===== src/rtl/jstk_position_filter.sv =====
// rtl/jstk_position_filter.sv - PmodJSTK frame decode, centre calibration, deadzone and velocity scaling
//
// Decodes raw 40-bit joystick frames into X/Y positions and buttons, then
// converts position into a saturated signed velocity about a calibrated centre.
// Two-stage pipeline: frame_valid in cycle N gives out_valid in cycle N+2.
//
// Optional feature macro: BTN_FILTER_EN (button debounce over 2 frames).
//
// Ports:
//   CLK, RST              clock, synchronous active-high reset
//   frame_valid/data      raw frame strobe and 40-bit payload
//   cal_req               pulse to start centre calibration
//   pos_x/pos_y/btn       decoded raw position and buttons
//   vel_x/vel_y           signed velocity, -127..+127
//   out_valid             pulse when outputs update
//   cal_busy              calibration in progress
//   center_x/center_y     current centre
module jstk_position_filter #(
  parameter int CAL_LOG2 = 3,
  parameter int DEADZONE = 16,
  parameter int SHIFT    = 2
) (
  input  logic        CLK,
  input  logic        RST,
  input  logic        frame_valid,
  input  logic [39:0] frame_data,
  input  logic        cal_req,
  output logic [9:0]  pos_x,
  output logic [9:0]  pos_y,
  output logic [1:0]  btn,
  output logic [7:0]  vel_x,
  output logic [7:0]  vel_y,
  output logic        out_valid,
  output logic        cal_busy,
  output logic [9:0]  center_x,
  output logic [9:0]  center_y
);

  localparam int ACC_W = 10 + CAL_LOG2;
  localparam logic signed [10:0] DZ = 11'(DEADZONE);

  typedef enum logic [1:0] {IDLE, ACC, UPD} state_t;

  state_t state_q, state_d;

  logic [9:0]          in_x, in_y;
  logic [1:0]          in_btn, btn_sel;
  logic                unused_bits;

  logic [ACC_W-1:0]    acc_x, acc_y;
  logic [CAL_LOG2-1:0] cnt;

  logic                s1_valid, s1_zero;
  logic [9:0]          s1_x, s1_y;
  logic [1:0]          s1_btn;
  logic signed [10:0]  s1_dx, s1_dy;

  assign in_x        = {frame_data[25:24], frame_data[39:32]};
  assign in_y        = {frame_data[9:8], frame_data[23:16]};
  assign in_btn      = frame_data[1:0];
  assign unused_bits = ^{frame_data[31:26], frame_data[15:10], frame_data[7:2]};

  assign cal_busy = (state_q != IDLE);

`ifdef BTN_FILTER_EN
  // A button value is accepted only once two consecutive frames agree.
  logic [1:0] btn_cand, btn_held;

  always_ff @(posedge CLK) begin
    if (RST) begin
      btn_cand <= '0;
      btn_held <= '0;
    end else if (frame_valid) begin
      btn_cand <= in_btn;
      if (in_btn == btn_cand) btn_held <= in_btn;
    end
  end

  assign btn_sel = (in_btn == btn_cand) ? in_btn : btn_held;
`else
  assign btn_sel = in_btn;
`endif

  // Deadzone removal, arithmetic scaling, then symmetric saturation so -128 never appears.
  function automatic logic signed [7:0] shape(input logic signed [10:0] d);
    logic signed [10:0] dz, sh;
    if (d > DZ)       dz = d - DZ;
    else if (d < -DZ) dz = d + DZ;
    else              dz = '0;
    sh = dz >>> SHIFT;
    if (sh > 11'sd127)       return 8'sd127;
    else if (sh < -11'sd127) return -8'sd127;
    else                     return sh[7:0];
  endfunction

  always_ff @(posedge CLK) begin
    if (RST) state_q <= IDLE;
    else     state_q <= state_d;
  end

  always_comb begin
    state_d = state_q;
    case (state_q)
      IDLE:    if (cal_req) state_d = ACC;
      ACC:     if (frame_valid && cnt == '1) state_d = UPD;
      UPD:     state_d = IDLE;
      default: state_d = IDLE;
    endcase
  end

  // Samples are taken straight from the incoming frame; these equal the stage-1 values.
  always_ff @(posedge CLK) begin
    if (RST) begin
      acc_x    <= '0;
      acc_y    <= '0;
      cnt      <= '0;
      center_x <= 10'd512;
      center_y <= 10'd512;
    end else begin
      case (state_q)
        IDLE: if (cal_req) begin
          acc_x <= '0;
          acc_y <= '0;
          cnt   <= '0;
        end
        ACC: if (frame_valid) begin
          acc_x <= acc_x + ACC_W'(in_x);
          acc_y <= acc_y + ACC_W'(in_y);
          cnt   <= cnt + CAL_LOG2'(1);
        end
        UPD: begin
          center_x <= acc_x[ACC_W-1:CAL_LOG2];
          center_y <= acc_y[ACC_W-1:CAL_LOG2];
        end
        default: ;
      endcase
    end
  end

  // Stage 1: capture fields and centre-relative offset; tag frames seen during calibration.
  always_ff @(posedge CLK) begin
    if (RST) begin
      s1_valid <= 1'b0;
      s1_zero  <= 1'b0;
      s1_x     <= '0;
      s1_y     <= '0;
      s1_btn   <= '0;
      s1_dx    <= '0;
      s1_dy    <= '0;
    end else begin
      s1_valid <= frame_valid;
      if (frame_valid) begin
        s1_zero <= (state_q != IDLE);
        s1_x    <= in_x;
        s1_y    <= in_y;
        s1_btn  <= btn_sel;
        s1_dx   <= $signed({1'b0, in_x}) - $signed({1'b0, center_x});
        s1_dy   <= $signed({1'b0, in_y}) - $signed({1'b0, center_y});
      end
    end
  end

  // Stage 2: velocity shaping; positions re-timed to align with velocity.
  always_ff @(posedge CLK) begin
    if (RST) begin
      out_valid <= 1'b0;
      pos_x     <= '0;
      pos_y     <= '0;
      btn       <= '0;
      vel_x     <= '0;
      vel_y     <= '0;
    end else begin
      out_valid <= s1_valid;
      if (s1_valid) begin
        pos_x <= s1_x;
        pos_y <= s1_y;
        btn   <= s1_btn;
        vel_x <= s1_zero ? 8'd0 : shape(s1_dx);
        vel_y <= s1_zero ? 8'd0 : shape(s1_dy);
      end
    end
  end

endmodule


===== config.mk =====
export PLATFORM = sky130hd
export DESIGN_NAME = jstk_position_filter
export DESIGN_NICKNAME = d
export VERILOG_FILES = /design/src/rtl/jstk_position_filter.sv
export SDC_FILE = /design/constraint.sdc
export NUM_CORES = 1
export LEC_CHECK = 0
export ABC_CLOCK_PERIOD_IN_PS = 3700
export BUFFER_PORTS_ARGS = -buffer_cell sky130_fd_sc_hd__buf_2
export CORE_ASPECT_RATIO = 0.9
export CORE_MARGIN = 4
export CORE_UTILIZATION = 25
export DETAILED_ROUTE_END_ITERATION = 7
export GPL_TIMING_DRIVEN = 0
export PLACE_DENSITY = 0.45
export REMOVE_ABC_BUFFERS = 1
export SETUP_SLACK_MARGIN = 0.1
export SLEW_MARGIN = 20
export SYNTH_ARGS = -nofsm -noshare
export SYNTH_HDL_FRONTEND = slang
export SYNTH_SLANG_ARGS = --single-unit

===== constraint.sdc =====
create_clock -name CLK -period 3.7 [get_ports CLK]
set_input_delay 0.185 -clock CLK [delete_from_list [all_inputs] [get_ports CLK]]
set_output_delay 0.185 -clock CLK [all_outputs]
set_load 0.01 [all_outputs]

# ---- After elaboration in Yosys (flattened, before gate mapping)
# Index checks and enable logic that the tools add are counted.
# W data, S select, Z words.
dict set report totals {
  word_cells 73
  inputBits 44
  register_bits 136
  output_inout_bits 60
}
dict set report op_classes {
  n_reduce_logical 6
  n_eq_ne 6
  addsub 9
  n_lt_le_gt_ge 8
  n_mux 25
}
# operator n
set ops {}
lappend ops {{$mux W11} 8}
lappend ops {{$pmux W13 S2} 2}
lappend ops {{$mux W8} 6}
lappend ops {{$mux W13} 3}
lappend ops {{$add A13 B10 Y13} 2}
lappend ops {{$add A11 B6 Y11 const B} 2}
lappend ops {{$gt A11 B6 Y1 const B} 2}
lappend ops {{$lt A11 B5 Y1 const B} 2}
lappend ops {{$sub A10 B10 Y11} 2}
lappend ops {{$sub A11 B6 Y11 const B} 2}
lappend ops {{$gt A9 B8 Y1 const B} 2}
lappend ops {{$lt A9 B8 Y1 const B} 2}
lappend ops {{$mux W3} 2}
lappend ops {{$ne A2 B2 Y1 const B} 3}
lappend ops {{$pmux W3 S2} 1}
lappend ops {{$mux W2} 2}
lappend ops {{$pmux W2 S2} 1}
lappend ops {{$reduce_bool A2 Y1} 2}
lappend ops {{$add A3 B1 Y3 const B} 1}
lappend ops {{$eq A3 B3 Y1 const B} 1}
lappend ops {{$reduce_and A3 Y1} 1}
lappend ops {{$eq A2 B1 Y1 const B} 1}
lappend ops {{$eq A2 B2 Y1 const B} 1}
lappend ops {{$logic_not A2 Y1} 1}
lappend ops {{other kinds (2)} 2}

# ---- Logic depth before layout (Yosys ltp)
# Gate-level depths: netlist of the first run.
dict set report logic_depth {
  word_depth 9
  mapped_depth 11
  depth_no_buf 11
}

# ---- Worst setup path before layout of the first run
# Ideal clock, no wire load.
dict set report synth_path {
  path_type {register -> register}
  startpoint {register s1_dy[4]}
  endpoint {register vel_y[5]}
  stages_incl_launch_ff 12
  n_path_buf 0
  t_arrival_ns 2.698
  t_required_ns 3.583
  setup_slack_ns 0.885
  period_less_slack_ns 2.815
  path_cell_list {dfxtp_1 ha_1 nand2_1 xnor2_1 or3_1 ha_1 a211oi_2 a2111oi_4 a31oi_2 nor4_4 nor3_4 a22o_1}
}
dict set report synth_between {
  elab_chain_cells 9
  word_cells_on_any_way 13
}
# element line
set synth_lines {}
lappend synth_lines {{start, declared} 56} ;# logic signed [10:0] s1_dx, s1_dy;
lappend synth_lines {{start signal, assigned} 158} ;# s1_dy <= $signed({1'b0, in_y}) - $signed({1'b0, center_y});
lappend synth_lines {{$add A11 B6 Y11 / $lt A11 B5 Y1 (equally long branches)} 88} ;# else if (d < -DZ) dz = d + DZ;
lappend synth_lines {{$mux W11} 88}
lappend synth_lines {{$mux W11 (*)} 87} ;# if (d > DZ) dz = d - DZ;
lappend synth_lines {{$mux W11 (*)} 174} ;# if (s1_valid) begin
lappend synth_lines {{$mux W11 (*)} 165} ;# if (RST) begin
lappend synth_lines {{$lt A9 B8 Y1} 92} ;# else if (sh < -11'sd127) return -8'sd127;
lappend synth_lines {{$mux W8} 92}
lappend synth_lines {{$mux W8 (*)} 91} ;# if (sh > 11'sd127) return 8'sd127;
lappend synth_lines {{$mux W8 (*)} 179} ;# vel_y <= s1_zero ? 8'd0 : shape(s1_dy);
lappend synth_lines {{end signal, assigned} 179}
lappend synth_lines {{end, declared} 32} ;# output logic [7:0] vel_y,
# Every way passes the cells marked *; elsewhere a longest branch is shown, timed or not. The select of a mux whose other input is x is not followed.
# A chain may end at the register's enable or synchronous reset.

# ---- Final worst setup path of the first run
# Ends and elaborated chain as after synthesis.

==> results of run 1 <==
-- flip-flops by register name, indices dropped and copies added, names as in the netlist, 2 cells and up --
register,count
acc_x,13
acc_y,13
s1_dx,11
s1_dy,11
center_x,10
center_y,10
pos_x,10
pos_y,10
s1_x,10
s1_y,10
vel_x,8
vel_y,8
cnt,3
btn,2
s1_btn,2
state_q,2
-- worst min-delay path by stage --
stage                     cells after the start                        to           start  slack, ps
after floorplan                               1  center_x[0]$_SDFFE_PP0N_             RST        250
after global placement                        3    s1_btn[0]$_SDFFE_PP0P_   frame_data[0]        430
after detailed placement                      3    s1_btn[0]$_SDFFE_PP0P_   frame_data[0]        430
after CTS                                     3      s1_x[7]$_SDFFE_PP0P_  frame_data[39]         50
after global routing                          3      s1_x[6]$_SDFFE_PP0P_  frame_data[38]         60
final                                         3      s1_x[6]$_SDFFE_PP0P_  frame_data[38]         50
-- logic make-up after synthesis --
group / Yosys count / share of synthesized area
compound gates: 222 / 0.201
xor+xnor: 31 / 0.0358
fa+ha+maj: 54 / 0.0929
buf+inv: 83 / 0.0428
flops: 136 / 0.359
mux: 51 / 0.0679
simple gates: 306 / 0.201
-- per-layer routing --
metal / track usage / up-vias / wire length [µm]
met1: 0.178 / 2879 / 10400
met2: 0.185 / 85 / 8850
li1: - / 3274 / -
met5: 0 / - / 13
met4: 0.0308 / 2 / 174
met3: 0.0238 / 11 / 666
-- critical path, stage by stage (launching register included) --
cell	delay [ps]
sky130_fd_sc_hd__dfxtp_1	480
sky130_fd_sc_hd__ha_1	380
sky130_fd_sc_hd__nand2_1	110
sky130_fd_sc_hd__xnor2_1	150
sky130_fd_sc_hd__or3_1	350
sky130_fd_sc_hd__ha_1	410
sky130_fd_sc_hd__a211oi_2	80
sky130_fd_sc_hd__a2111oi_4	340
sky130_fd_sc_hd__a31oi_2	110
sky130_fd_sc_hd__nor4_4	410
sky130_fd_sc_hd__nor3_4	90
sky130_fd_sc_hd__a22o_1	200
-- cell type report --
type / instances / area, µm²
fill: 3201 / 20800
multi-input combinational: 664 / 4550
sequential: 136 / 2720
timing repair buffer: 92 / 559
tap: 403 / 504
clock buffer: 18 / 429
clock inverter: 14 / 186
inverter: 40 / 150
-- stage by stage --
stage          instances  worst slack [ps]
2_1_floorplan        840               868
3_3_place_gp        1328               326
3_5_place_dp        1333               486
4_1_cts             1367               485
5_1_grt             1367               280
6_report            1367               499
-- power groups by stage --
stage / Sequential [mW] / Clock (mW) / Combinational, mW
3_3_place_gp: 1.65 / 0 / 0.642
2_1_floorplan: 1.64 / 0 / 0.451
3_5_place_dp: 1.65 / 0 / 0.658
6_report: 1.62 / 1.79 / 0.656
5_1_grt: 1.63 / 1.93 / 0.739
4_1_cts: 1.62 / 1.85 / 0.663
-- cells in the final DEF, fill, tap and decap left out, types with 5 or more instances in the layout --
master                      count
sky130_fd_sc_hd__nor2b_1        9
sky130_fd_sc_hd__nand2b_1      22
sky130_fd_sc_hd__nor2_1       111
sky130_fd_sc_hd__xnor2_1       17
sky130_fd_sc_hd__dfxtp_1      135
sky130_fd_sc_hd__a21oi_1       70
sky130_fd_sc_hd__o21a_1        10
sky130_fd_sc_hd__nand4_1        5
sky130_fd_sc_hd__nor3_1        18
sky130_fd_sc_hd__a22o_1        22
sky130_fd_sc_hd__nand2_1       78
sky130_fd_sc_hd__nand3_1       16
sky130_fd_sc_hd__a21o_1        11
sky130_fd_sc_hd__o21ai_0       34
sky130_fd_sc_hd__buf_2         83
sky130_fd_sc_hd__o22ai_1        5
sky130_fd_sc_hd__inv_6          5
sky130_fd_sc_hd__a211o_1        7
sky130_fd_sc_hd__xor2_1        14
sky130_fd_sc_hd__ha_1          50
sky130_fd_sc_hd__mux2i_1       50
sky130_fd_sc_hd__clkbuf_16     17
sky130_fd_sc_hd__a211oi_1      11
sky130_fd_sc_hd__inv_1         40
-- what timing repair did --
item | in CTS | in global routing
hold endpoints to repair | 2 | 0
gates resized for setup | 0 | 0
hold buffers | 2 | 0
setup buffers | 0 | 0
==> impl_metrics.sql, run 1 <==
INSERT INTO impl_metrics (metric_group, metric, value, unit) VALUES
('job', 'max_cap_viol_count', '0', ''),
('sta', 'worst_slew_pin_slew', '843', 'ps'),
('clock_tree', 'clock_sinks', '136', ''),
('worst_setup_path', 'r2r_cells', '11', ''),
('power_and_ir_drop', 'cellLeakagePower', '3.74', 'nW'),
('placement', 'dpl_cell_area', '0.00847', 'mm²'),
('routing', 'routed_wirelength', '20.1', 'mm'),
('sta', 'finClkSkew', '16.5', 'ps'),
('cells_and_area', 'drive_gt1_frac', '0.162', ''),
('synth', 'leading_cell_type_by_number_of_instances_after_synthesis', 'sky130_fd_sc_hd__dfxtp_1', ''),
('worst_setup_path', 'critPathRequiredTime', '4010', 'ps'),
('grt', 'grt_pass1_wl', '32.8', 'mm'),
('power_and_ir_drop', 'fin_total_pwr', '4.06', 'mW'),
('synth', 'avgSynthCellArea', '8.60', 'µm²'),
('synth', 'synth_top_cell_by_area', 'sky130_fd_sc_hd__dfxtp_1', ''),
('synth', 'synth.distinct_cells', '76', ''),
('routing', 'drc', '0', ''),
('sta', 'post-route-min-period', '3200', 'ps'),
('worst_setup_path', 'crit_path_end_kind', 'flop', ''),
('routing', 'detailedRoute.firstIterationViolations', '403', ''),
('floorplanning', 'design.portCount', '104', ''),
('synth', 'yosys_most_used_dff', 'sky130_fd_sc_hd__dfxtp_1', ''),
('worst_setup_path', 'r2r_path_end', 'vel_y[5]$_SDFFE_PP0P_', ''),
('synth', 'synthCells', '883', ''),
('synth', 'edff_count_synth', '0', ''),
('clock_tree', 'worst_skew_pair_later_pin_latency', '420', 'ps'),
('power_and_ir_drop', 'net-switching-power', '1.16', 'mW'),
('cells_and_area', 'finalNetCount', '1049', ''),
('worst_setup_path', 'critical_path.startpoint_type', 'flop', ''),
('routing', 'num_vias', '6251', ''),
('synth', 'synthDominantCellAreaShare', '0.359', ''),
('clock_tree', 'cts_made_buffers', '17', ''),
('sta', 'final_total_negative_setup_slack', '0', 'ps'),
('power_and_ir_drop', 'p_seq_frac', '0.398', ''),
('worst_setup_path', 'worstSetupPathType', 'reg -> reg', ''),
('run_status', 'status', 'finished, final reports clean', ''),
('grt', 'grtUsageTotal', '0.122', ''),
('power_and_ir_drop', 'pwr-share-comb', '0.162', ''),
('synth', 'yosys_register_bits', '136', ''),
('power_and_ir_drop', 'cellInternalPower', '2.90', 'mW'),
('placement', 'count_of_input_and_output_buffers', '85', ''),
('cells_and_area', 'antennaDiodeCount', '0', ''),
('sta', 'max_freq', '0.312', 'GHz'),
('cells_and_area', 'fin_area', '0.00911', 'mm²'),
('worst_setup_path', 'crit_end', 'vel_y[5]$_SDFFE_PP0P_', ''),
('synth', 'ys.warnings.count', '0', ''),
('clock_tree', 'cts-root-buf', 'sky130_fd_sc_hd__clkbuf_16', ''),
('placement', 'dpl.hpwl', '15.1', 'mm'),
('grt', 'grt_antenna_before_repair', '1', ''),
('placement', 'gp_congestion', '0.826', ''),
('synth', 'synth_commonest_cells', 'sky130_fd_sc_hd__dfxtp_1, sky130_fd_sc_hd__nor2_1, sky130_fd_sc_hd__nand2_1', ''),
('hold_path', 'hold_path_class', 'in -> reg', ''),
('clock_tree', 'clkSlewWorstSetupHoldPaths', '70', 'ps'),
('synth', 'synth.cell_area', '0.00759', 'mm²'),
('floorplanning', 'die_width', '192', 'µm'),
('power_and_ir_drop', 'p_sw_frac', '0.287', ''),
('cells_and_area', 'syn_to_final_growth', '19.9', '%'),
('routing', 'detailedRoute.firstPassIterationCount', '5', ''),
('synth', 'async_flop_share', '0', ''),
('routing', 'route.detailed.vias_per_inst', '4.57', ''),
('floorplanning', 'core-area', '0.0300', 'mm²'),
('sta', 'rsz0062_at_grt', 'no', ''),
('worst_setup_path', 'r2r_start', 's1_dy[4]$_SDFFE_PP0P_', ''),
('synth', 'synthTopCellsByArea', 'sky130_fd_sc_hd__dfxtp_1, sky130_fd_sc_hd__ha_1, sky130_fd_sc_hd__mux2i_1, sky130_fd_sc_hd__nor2_1, sky130_fd_sc_hd__a21oi_1', ''),
('power_and_ir_drop', 'power.clock.fraction', '0.440', ''),
('clock_tree', 'cts_htree_levels', '4', ''),
('routing', 'antenna_violating_nets_post_route', '0', ''),
('power_and_ir_drop', 'vdd_ir_drop_max', '0.276', 'mV'),
('sta', 'setup_viol_count_final', '0', ''),
('sta', 'hold-worst-slack', '46.8', 'ps'),
('sta', 'slew-limit-headroom', '0.438', '');
No activity file was read; power rests on OpenSTA's default activity.
==> run 2: changes to the inputs <==
--- a/config.mk
+++ b/config.mk
@@ -5,7 +5,7 @@
 export SDC_FILE = /design/constraint.sdc
 export NUM_CORES = 1
 export LEC_CHECK = 0
-export ABC_CLOCK_PERIOD_IN_PS = 3700
+export ABC_CLOCK_PERIOD_IN_PS = 3460
 export BUFFER_PORTS_ARGS = -buffer_cell sky130_fd_sc_hd__buf_2
 export CORE_ASPECT_RATIO = 0.9
 export CORE_MARGIN = 4
@@ -13,6 +13,7 @@
 export DETAILED_ROUTE_END_ITERATION = 7
 export GPL_TIMING_DRIVEN = 0
 export PLACE_DENSITY = 0.45
+export RECOVER_POWER = 50
 export REMOVE_ABC_BUFFERS = 1
 export SETUP_SLACK_MARGIN = 0.1
 export SLEW_MARGIN = 20
==> constraint.sdc (replaced) <==
create_clock -name CLK -period 3.46 [get_ports CLK]
set_input_delay 0.173 -clock CLK [delete_from_list [all_inputs] [get_ports CLK]]
set_output_delay 0.173 -clock CLK [all_outputs]
set_load 0.01 [all_outputs]
==> run 2 against run 1 <==
  * Cell area shrank 0.80%
  * Routed wire length grew 0.28%
  * Non-clock buffer count is the same
  * Worst setup slack lost 210 ps
  * Core utilization shrank 0.24 points
  * Highest routed layer unchanged
  * Power grew 6.9%
  * Die area is the same
  * Sequential cell count is the same
  * Critical path depth shrank 1
==> impl_metrics.sql, run 2 (synthesis results as in run 1) <==
INSERT INTO impl_metrics (metric_group, metric, value, unit) VALUES
('run_status', 'status', 'finished, final reports clean', ''),
('hold_path', 'hold_path_class', 'in -> reg', ''),
('routing', 'met1Wirelength', '10.4', 'mm'),
('worst_setup_path', 'crit_chain', 'nand4_1, xnor2_1, or3_1, ha_1, a211oi_2, a2111oi_4, a31oi_2, nor4_4, nor3_4, a22o_1', ''),
('clock_tree', 'clkSlewWorstSetupHoldPaths', '70', 'ps'),
('sta', 'hold_viol', '0', ''),
('worst_setup_path', 'crit_family', 'simple AND/OR/NAND/NOR gates', ''),
('grt', 'via_count_of_the_first_global_routing_pass', '5961', ''),
('placement', 'gp_congestion', '0.826', ''),
('routing', 'num_vias', '6268', ''),
('cells_and_area', 'utilization', '0.302', ''),
('grt', 'grt_pass1_wl', '32.8', 'mm'),
('hold_path', 'worstHoldPathCells', '3', ''),
('cells_and_area', 'drive_gt1_frac', '0.103', ''),
('hold_path', 'min_to', 's1_x[6]$_SDFFE_PP0P_', ''),
('routing', 'drc', '0', ''),
('cells_and_area', 'finalNetCount', '1049', ''),
('worst_setup_path', 'worst-path-buf-inv', '0', ''),
('power_and_ir_drop', 'power_density', '480', 'mW/mm²'),
('sta', 'worst_slew_pin_slew', '1050', 'ps'),
('worst_setup_path', 'worstSetupPathType', 'reg -> reg', ''),
('sta', 'final_total_negative_setup_slack', '0', 'ps'),
('worst_setup_path', 'worst-r2r-setup-slack', '290', 'ps'),
('cells_and_area', 'largest_registers', 'acc_x x13, acc_y x13', ''),
('worst_setup_path', 'r2r_path_end', 'vel_y[5]$_SDFFE_PP0P_', ''),
('power_and_ir_drop', 'fin_total_pwr', '4.34', 'mW'),
('routing', 'wl_per_cell', '14.7', 'µm'),
('routing', 'met2_length', '8.89', 'mm'),
('worst_setup_path', 'crit_arrival', '3480', 'ps'),
('power_and_ir_drop', 'cellLeakagePower', '3.49', 'nW'),
('grt', 'grt_start_max_net_pins', '72', ''),
('worst_setup_path', 'critical_path.startpoint_type', 'flop', ''),
('routing', 'route.detailed.vias_per_inst', '4.59', ''),
('grt', 'grtUsageTotal', '0.122', ''),
('floorplanning', 'die_width', '192', 'µm'),
('worst_setup_path', 'critPathRequiredTime', '3770', 'ps'),
('worst_setup_path', 'crit_path_end_kind', 'flop', ''),
('grt', 'overflow', '0', ''),
('clock_tree', 'cts-root-to-sink-buffers', '2', ''),
('floorplanning', 'initial_utilization', '0.254', ''),
('worst_setup_path', 'r2r_cells', '10', ''),
('floorplanning', 'rows', '60', ''),
('sta', 'final_min_period_over_clock_period', '0.917', ''),
('sta', 'slew_violations', '0', ''),
('floorplanning', 'die_area', '0.0332', 'mm²'),
('sta', 'max_freq', '0.315', 'GHz'),
('worst_setup_path', 'slowest_stage', 'sky130_fd_sc_hd__dfxtp_1', ''),
('clock_tree', 'worst_skew_pair_later_pin_latency', '420', 'ps'),
('cells_and_area', 'antennaDiodeCount', '0', ''),
('routing', 'antenna_violating_nets_post_route', '0', ''),
('sta', 'finClkSkew', '15.3', 'ps'),
('routing', 'wl_met3', '629', 'µm'),
('power_and_ir_drop', 'vdd_ir_drop_max', '0.293', 'mV'),
('worst_setup_path', 'r2r_start', 's1_dy[10]$_SDFFE_PP0P_', ''),
('routing', 'detailedRoute.firstIterationViolations', '429', ''),
('placement', 'dpl.hpwl', '15.1', 'mm'),
('sta', 'setup_viol_count_final', '0', ''),
('clock_tree', 'clock_sinks', '136', ''),
('sta', 'rsz0062_at_grt', 'no', ''),
('grt', 'grt_antenna_before_repair', '1', ''),
('routing', 'highest_layer', 'met5', ''),
('worst_setup_path', 'worst_path_largest_cell_delay', '640', 'ps'),
('worst_setup_path', 'critical_path_maximum_fanout', '12', ''),
('clock_tree', 'cts_made_buffers', '17', ''),
('clock_tree', 'cts_htree_levels', '4', ''),
('routing', 'routed_wirelength', '20.1', 'mm'),
('placement', 'count_of_input_and_output_buffers', '85', ''),
('job', 'max_cap_viol_count', '0', ''),
('cells_and_area', 'layout.cells.most_common', 'sky130_fd_sc_hd__dfxtp_1', ''),
('floorplanning', 'core-area', '0.0300', 'mm²'),
('sta', 'post-route-min-period', '3170', 'ps'),
('clock_tree', 'cts-root-buf', 'sky130_fd_sc_hd__clkbuf_16', ''),
('cells_and_area', 'fillers', '3236', ''),
('routing', 'detailedRoute.firstPassIterationCount', '5', ''),
('hold_path', 'hold_start', 'frame_data[38]', ''),
('sta', 'slew-limit-headroom', '0.298', ''),
('cells_and_area', 'syn_to_final_growth', '19.0', '%'),
('clock_tree', 'tritoncts', 'yes', ''),
('floorplanning', 'design.portCount', '104', ''),
('cells_and_area', 'layout.cells.most_common_list', 'sky130_fd_sc_hd__dfxtp_1, sky130_fd_sc_hd__nor2_1, sky130_fd_sc_hd__nand2_1', ''),
('floorplanning', 'floorplan.die.height', '173', 'µm');
==> run 2: changes by cell type in the layout (fill, tap and decap cells not counted), sizes merged <==
cell	previous run	this run
clkbuf	18	77
buf	90	31
==> run 2: area by class of cell <==
cell class,instances,area [µm²],area share
clock buffers,18,429,0.0475
clock inverters,14,186,0.0206
well taps,403,504,0.0558
flip-flops and latches,136,2730,0.302
inverters,40,150,0.0166
repair buffers,92,483,0.0535
multi-input cells,664,4560,0.504
==> run 2: how the worst max path moves through the flow <==
stage,startpoint,end,slack [ps],cells past startpoint
6_report,s1_dy[10]$_SDFFE_PP0P_,vel_y[5]$_SDFFE_PP0P_,290,10
5_1_grt,s1_dy[10]$_SDFFE_PP0P_,vel_y[5]$_SDFFE_PP0P_,120,10
4_1_cts,s1_dy[6]$_SDFFE_PP0P_,vel_y[5]$_SDFFE_PP0P_,250,10
3_5_place_dp,s1_dy[6]$_SDFFE_PP0P_,vel_y[5]$_SDFFE_PP0P_,250,10
3_3_place_gp,RST,acc_y[4]$_SDFFE_PP0P_,100,4
2_1_floorplan,s1_dy[4]$_SDFFE_PP0P_,vel_y[5]$_SDFFE_PP0P_,630,11
==> run 2: per-stage QoR <==
step | instances | instance area (µm²) | setup slack [ps] | hold slack, ps
2_1_floorplan | 840 | 7420 | 628 | 242
3_3_place_gp | 1328 | 8350 | 98.2 | 415
3_5_place_dp | 1333 | 8470 | 246 | 420
4_1_cts | 1367 | 9100 | 245 | 35.7
5_1_grt | 1367 | 9030 | 120 | 48.1
6_report | 1367 | 9030 | 286 | 37.4
==> run 2: tightest hold or removal path, cell delays in order <==
cell                      delay (ps)
sky130_fd_sc_hd__buf_2           110
sky130_fd_sc_hd__mux2i_1          70
sky130_fd_sc_hd__nor2_1           70
==> run 2: layer usage <==
metal | vias up | track usage
met4 | 2 | 0.0308
met2 | 91 | 0.185
li1 | 3273 | -
met3 | 11 | 0.0238
met1 | 2891 | 0.178
met5 | - | 0
==> run 2: report_power, final <==
| part | total [mW] | internal, mW | switching [mW] | leakage (nW) |
|---|---|---|---|---|
| clock | 1.91 | 1.16 | 0.758 | 0.288 |
| sequential | 1.73 | 1.64 | 0.0888 | 1.11 |
| combinational | 0.697 | 0.297 | 0.401 | 2.09 |
| total | 4.34 | 3.09 | 1.25 | 3.49 |
==> run 2: timing repair <==
action,CTS,global route
hold endpoints to repair,2,0
setup buffers,0,0
hold buffers,2,0
endpoints found under the setup margin,0,5
gates resized for setup,0,3
